===== config.mk =====
export PLATFORM = sky130hd
export DESIGN_NAME = gpio_io_port
export DESIGN_NICKNAME = d
export VERILOG_FILES = /design/src/rtl/gpio_pkg.sv /design/src/rtl/gpio_debounce.sv /design/src/rtl/gpio_io_port.sv
export SDC_FILE = /design/constraint.sdc
export NUM_CORES = 1
export LEC_CHECK = 0
export ABC_AREA = 1
export BUFFER_PORTS_ARGS = -buffer_cell sky130_fd_sc_hd__buf_4
export CORE_MARGIN = 2
export CORE_UTILIZATION = 54
export CTS_CLUSTER_DIAMETER = 30
export CTS_CLUSTER_SIZE = 28
export DETAILED_ROUTE_END_ITERATION = 7
export PLACE_DENSITY = 0.95
export SETUP_SLACK_MARGIN = 0.4
export SLEW_MARGIN = 0
export SYNTH_ARGS = -nofsm -noshare
export SYNTH_HDL_FRONTEND = slang
export SYNTH_HIERARCHICAL = 1
export SYNTH_SLANG_ARGS = --single-unit
export TNS_END_PERCENT = 100

===== constraint.sdc =====
create_clock -name Clk -period 1.85 [get_ports Clk]
set_clock_uncertainty 0.2 [all_clocks]
set_input_delay 0.2775 -clock Clk [delete_from_list [all_inputs] [get_ports Clk]]
set_output_delay 0.2775 -clock Clk [all_outputs]
set_load 0.1 [all_outputs]

===== src/rtl/gpio_pkg.sv =====
// Shared constants for the GPIO port: register byte offsets and default parameter values.
package gpio_pkg;

    localparam int DEF_SW_W      = 8;
    localparam int DEF_LED_W     = 8;
    localparam int DEF_DB_CYCLES = 4;

    localparam logic [3:0] OFS_SW_DATA   = 4'h0;
    localparam logic [3:0] OFS_LED       = 4'h4;
    localparam logic [3:0] OFS_EDGE_STAT = 4'h8;
    localparam logic [3:0] OFS_IRQ_MASK  = 4'hC;

    // Word select for a byte offset; the low two address bits never take part in decode.
    function automatic logic [1:0] reg_index(input logic [3:0] ofs);
        return ofs[3:2];
    endfunction

endpackage


===== src/rtl/gpio_debounce.sv =====
// One switch bit: 2-flop synchronizer followed by a stability-count debouncer.
// 'changed' pulses in the same cycle the debounced output takes its new value.
module gpio_debounce
    import gpio_pkg::*;
#(
    parameter int DB_CYCLES = DEF_DB_CYCLES
) (
    input  logic Clk,
    input  logic Rst,
    input  logic din,
    output logic dout,
    output logic changed
);

    localparam int CNT_W = $clog2(DB_CYCLES + 1);
    localparam logic [CNT_W-1:0] CNT_LAST = CNT_W'(DB_CYCLES - 1);

    logic             sync1_q, sync1_d;
    logic             sync2_q, sync2_d;
    logic             db_q, db_d;
    logic [CNT_W-1:0] cnt_q, cnt_d;

    always_comb begin
        sync1_d = din;
        sync2_d = sync1_q;
        db_d    = db_q;
        cnt_d   = '0;
        changed = 1'b0;
        // The counter holds how many cycles in a row the synced level has disagreed.
        if (sync2_q != db_q) begin
            if (cnt_q == CNT_LAST) begin
                db_d    = sync2_q;
                changed = 1'b1;
            end else begin
                cnt_d = cnt_q + 1'b1;
            end
        end
    end

    always_ff @(posedge Clk) begin
        if (Rst) begin
            sync1_q <= 1'b0;
            sync2_q <= 1'b0;
            db_q    <= 1'b0;
            cnt_q   <= '0;
        end else begin
            sync1_q <= sync1_d;
            sync2_q <= sync2_d;
            db_q    <= db_d;
            cnt_q   <= cnt_d;
        end
    end

    assign dout = db_q;

endmodule


===== src/rtl/gpio_io_port.sv =====
// Memory-mapped GPIO port: debounced switches, LED register, edge status and interrupt.
// Edge status, interrupt mask and Irq exist only when GPIO_IRQ_EN is defined.
module gpio_io_port
    import gpio_pkg::*;
#(
    parameter int SW_W      = DEF_SW_W,
    parameter int LED_W     = DEF_LED_W,
    parameter int DB_CYCLES = DEF_DB_CYCLES
) (
    input  logic             Clk,
    input  logic             Rst,
    input  logic [SW_W-1:0]  Switch,
    output logic [LED_W-1:0] Led,
    input  logic [3:0]       Addr,
    input  logic             MemWrite,
    input  logic             MemRead,
    input  logic [31:0]      WriteData,
    output logic [31:0]      ReadData,
    output logic             Irq
);

    localparam logic [1:0] SEL_SW_DATA   = reg_index(OFS_SW_DATA);
    localparam logic [1:0] SEL_LED       = reg_index(OFS_LED);
    localparam logic [1:0] SEL_EDGE_STAT = reg_index(OFS_EDGE_STAT);
    localparam logic [1:0] SEL_IRQ_MASK  = reg_index(OFS_IRQ_MASK);

    logic [SW_W-1:0] sw_db;
    logic [SW_W-1:0] sw_changed;
    logic [SW_W-1:0] edge_stat;
    logic [SW_W-1:0] irq_mask;
    logic [1:0]      reg_sel;

    assign reg_sel = Addr[3:2];

    for (genvar gi = 0; gi < SW_W; gi++) begin : g_db
        gpio_debounce #(
            .DB_CYCLES (DB_CYCLES)
        ) u_db (
            .Clk     (Clk),
            .Rst     (Rst),
            .din     (Switch[gi]),
            .dout    (sw_db[gi]),
            .changed (sw_changed[gi])
        );
    end

`ifdef GPIO_IRQ_EN
    logic [SW_W-1:0] edge_q, edge_d;
    logic [SW_W-1:0] mask_q, mask_d;
    logic            irq_q, irq_d;

    always_comb begin
        edge_d = edge_q;
        mask_d = mask_q;
        if (MemWrite && reg_sel == SEL_EDGE_STAT) begin
            edge_d = edge_q & ~WriteData[SW_W-1:0];
        end
        // OR-ing the set last lets a fresh edge survive a same-cycle clear.
        edge_d = edge_d | sw_changed;
        if (MemWrite && reg_sel == SEL_IRQ_MASK) begin
            mask_d = WriteData[SW_W-1:0];
        end
        irq_d = |(edge_q & mask_q);
    end

    always_ff @(posedge Clk) begin
        if (Rst) begin
            edge_q <= '0;
            mask_q <= '0;
            irq_q  <= 1'b0;
        end else begin
            edge_q <= edge_d;
            mask_q <= mask_d;
            irq_q  <= irq_d;
        end
    end

    assign edge_stat = edge_q;
    assign irq_mask  = mask_q;
    assign Irq       = irq_q;
`else
    logic unused_changed;

    assign edge_stat      = '0;
    assign irq_mask       = '0;
    assign Irq            = 1'b0;
    assign unused_changed = ^sw_changed;
`endif

    logic             unused_bus;
    logic [LED_W-1:0] led_q, led_d;
    logic [31:0]      rd_q, rd_d;

    assign unused_bus = ^{Addr[1:0], WriteData};

    always_comb begin
        led_d = led_q;
        if (MemWrite && reg_sel == SEL_LED) begin
            led_d = WriteData[LED_W-1:0];
        end
        // Reads sample the registers before this edge's write lands.
        rd_d = rd_q;
        if (MemRead) begin
            rd_d = '0;
            case (reg_sel)
                SEL_SW_DATA:   rd_d[SW_W-1:0]  = sw_db;
                SEL_LED:       rd_d[LED_W-1:0] = led_q;
                SEL_EDGE_STAT: rd_d[SW_W-1:0]  = edge_stat;
                SEL_IRQ_MASK:  rd_d[SW_W-1:0]  = irq_mask;
                default:       rd_d            = '0;
            endcase
        end
    end

    always_ff @(posedge Clk) begin
        if (Rst) begin
            led_q <= '0;
            rd_q  <= '0;
        end else begin
            led_q <= led_d;
            rd_q  <= rd_d;
        end
    end

    assign Led      = led_q;
    assign ReadData = rd_q;

endmodule


### Yosys cells after proc, flatten, opt, wreduce, memory -nomap -nowiden

Cells that the tools add are included.

* memory bits (writable): 0
* memories kept: 0
* logic and storage cells: 89
* output and inout port bits: 41
* register bits: 64
* bits in latches: 0
* bits in read-only memories: 0

* shift operators: 0
* eq/ne operators: 19
* $add $sub $neg: 8
* $lt $le $gt $ge: 0
* reductions and logical operators: 19
* divide/modulo/power cells: 0
* multiplexer cells: 1
* $mul: 0
* bitwise gates (word level): 8

Operator list (number)
* $add A3 B1 Y3 const B: 8
* $eq A3 B2 Y1 const B: 8
* $pmux W8 S3: 1
* $reduce_or A3 Y1: 8
* $reduce_and A2 Y1: 8
* $ne A1 B1 Y1: 8
* $not A1 Y1: 8
* $eq A2 B2 Y1 const B: 2
* $eq A2 B1 Y1 const B: 1
* $logic_not A2 Y1: 1
* $reduce_or A2 Y1: 1
* $logic_and A1 B1 Y1: 1

### Depth between registers and ports, before layout

* word-level depth: 3
* depth in mapped cells: 6
* depth with buffers taken out: 5

### Cells and area by module

The synthesis kept the hierarchy.

Modules (own cells, without submodules)
* gpio_debounce: times used 8, area each 236.5 um2, sequential area each 120.1 um2, cells each 29
* gpio_io_port: times used 1, area each 924.6 um2, sequential area each 320.3 um2, cells each 133

### Least setup slack after synthesis

No wires, ideal clock.

* path kind: reg2reg
* start: reg led_q[0] (netlist: Led[0])
* end: reg rd_q[0] (netlist: ReadData[0])
* data required time: 1.594 ns
* arrival: 1.280 ns
* stages on the path, launching flop included: 5
* library setup time: 0.056 ns
* slack: 0.315 ns
* path buffers: 0
* cell sequence: dfxtp_1 nand3_1 nand3_1 nand2_1 inv_1

* word-level cells in the longest chain between the ends: 1

RTL lines
* from (decl): RTL line gpio_io_port.sv:91 `logic [LED_W-1:0] led_q, led_d;`
* from (signal assigned): RTL line gpio_io_port.sv:120 `led_q <= led_d;`
* $pmux W8 S3: RTL line gpio_io_port.sv:105 `case (reg_sel)`
* to (signal assigned): RTL line gpio_io_port.sv:121 `rd_q <= rd_d;`
* to (decl): RTL line gpio_io_port.sv:92 `logic [31:0] rd_q, rd_d;`

No other way between the ends.
A chain may end at the register's enable or synchronous reset.

### Worst setup path after layout

* start: reg rd_q[1] (netlist: ReadData[1])
* end: out ReadData[1]

RTL lines
* to (decl): RTL line gpio_io_port.sv:18 `output logic [31:0] ReadData,`

No word-level cell between the ends.

==> run_results.csv <==
group,metric,value,unit
clock_tree,cts_setup_buffers,0,
finish,nNetsFinal,461,
floorplan,pin_count,89,
sta,fin_hold_ws,0.0215,ns
critical_path,path_buf_inv,1,
sta,fin_crit_sh,0.763,
clock_tree,clkSinkCount,64,
synthesis,yosys_warnings,6,
detailed_routing,ant_nets,0,
finish,fillers,411,
detailed_routing,drtIter0Drc,123,
synthesis,syn_inst,349,
power,power_density,944,nW/µm²
critical_path,worst_setup_path_end_kind,"output port",
detailed_routing,post_drt_wl_per_cell,10.3,µm
critical_path,cp_slowest_stage_delay,0.37,ns
floorplan,fp.dieH,75.4,µm
floorplan,core-area,5010,µm²
clock_tree,cts_tree,"yes",
sta,relSlewSlack,0.648,
sta,fmax,709,MHz
finish,syn_to_final_growth,21.0,%
synthesis,synth_area_per_cell,7.90,µm²
grt,grt_pass1_wl,7680,µm
clock_tree,clock_path_buffers,2,
detailed_routing,dr.pass1.iters,4,
grt,grt_max_degree,49,
finish,drive_gt1_frac,0.216,
critical_path,path_delay_family,"flip-flops",
grt,antenna_found_initial,0,
grt,track_usage,0.180,
critical_path,crit_required,1.37,ns
clock_tree,insertion_delay,0.33,ns
finish,final_cell_mix,"72 x nor2_1, 64 x inv_1, 55 x dfxtp_1",
floorplan,die_width,75.4,µm
clock_tree,h-tree-depth,3,
placement,portBuffers,37,
clock_tree,cts.clk_slew.worst_paths,0.07,ns
finish,layout_commonest_cell,"nor2_1",
power,max-vdd-ir-drop,439,µV
clock_tree,clock_tree.root_cell,"clkbuf_8",
power,power.total,3150,µW
critical_path,cpMaxStageDelayCell,"dfxtp_1",
critical_path,rrSetupSlack,0.45,ns
sta,rsz0062_at_grt,"no",
status,status,"complete, no violations",
min_path,hold_class,"in2reg",
critical_path,critPathMaxFanout,2,
critical_path,path_cells,"buf_6",
critical_path,cp.arrival,0.93,ns
job,cap_violations,0,
clock_tree,numCtsBuffers,9,
sta,maxSlewViolCount,0,
floorplan,initial_core_util,0.550,
detailed_routing,wl,4880,µm
detailed_routing,drc_errors,0,
critical_path,critical_path_class,"reg2out",
detailed_routing,vias_per_cell,4.49,
placement,hpwl,3290,µm
synthesis,syn_area,2760,µm²
grt,gr-total-overflow,0,
floorplan,rows,26,
critical_path,startpoint_type,"flip-flop",
sta,fin_crit,1.41,ns
sta,setup_viol,0,
sta,worst_pin_slew,0.528,ns
sta,final_hold_viol_count,0,
power,power.leakage,0.00154,µW
sta,tns,0,ns
grt,grt_pass1_vias,1850,
detailed_routing,vias,2119,
finish,antenna_cells,0,
placement,gp_congestion,0.778,
floorplan,die_area,5690,µm²
## where the power goes
group / leakage, µW / total [µW] / switching [µW] / internal [µW]
Combinational: 0.000916 / 527 / 424 / 103
Sequential: 0.000526 / 1440 / 23.2 / 1420
Clock: 0.000103 / 1180 / 490 / 693
## tightest hold or removal path, delay by kind of cell
family	cells	cell delay, ns
buffers and inverters	1	0.11
AOI/OAI and AO/OA	1	0.06
and+or+nand+nor	1	0.07
## per-layer routing
| metal | track usage | up-vias | routed length, µm |
|---|---|---|---|
| met3 | 0.0437 | 10 | 221 |
| met1 | 0.198 | 955 | 2010 |
| met4 | 0.0936 | 0 | 101 |
| met2 | 0.319 | 51 | 2550 |
| li1 | - | 1103 | - |
| met5 | 0 | - | 0 |
## layout make-up
cell class	count	area, µm²	share of cell area
Clock buffer	13	159	0.0476
Clock inverter	3	40.0	0.0120
Inverter	65	244	0.0731
Multi-Input combinational cell	211	1090	0.327
Sequential cell	64	1290	0.387
Tap cell	70	87.6	0.0263
Timing Repair Buffer	46	422	0.126
## registers in the layout (all words and copies together), names as in the netlist
register,count
ReadData,8
g_db.u_db/sync2_q,8
g_db.u_db/dout,8
g_db.u_db/sync1_q,8
g_db.u_db/cnt_q,24
Led,8
## through the flow
step,util,area (µm²),instances,worst slack [ns]
after floorplan,-,2860,373,0.402
after global placement,0.599,3000,448,0.553
after detailed placement,0.599,3000,448,0.528
after CTS,0.662,3320,472,0.402
after global routing,0.666,3340,472,0.403
final,0.666,3340,472,0.439
## path summary, 6_finish.rpt
check                                            from               endpoint  cells after the start
worst max register to register  g_db[2].u_db/cnt_q[0]  g_db[2].u_db/cnt_q[0]                      5
worst max-delay path                      ReadData[1]            ReadData[1]                      1
worst min register to register   g_db[3].u_db/sync1_q   g_db[3].u_db/sync2_q                      2
worst min-delay path                     WriteData[5]                 Led[5]                      3
## timing repair
item,in CTS,in global routing
hold buffers,8,0
endpoints found under the hold margin,8,0
setup endpoints to repair,10,5
gates resized for setup,10,5
Power figures use the tool's default switching activity.
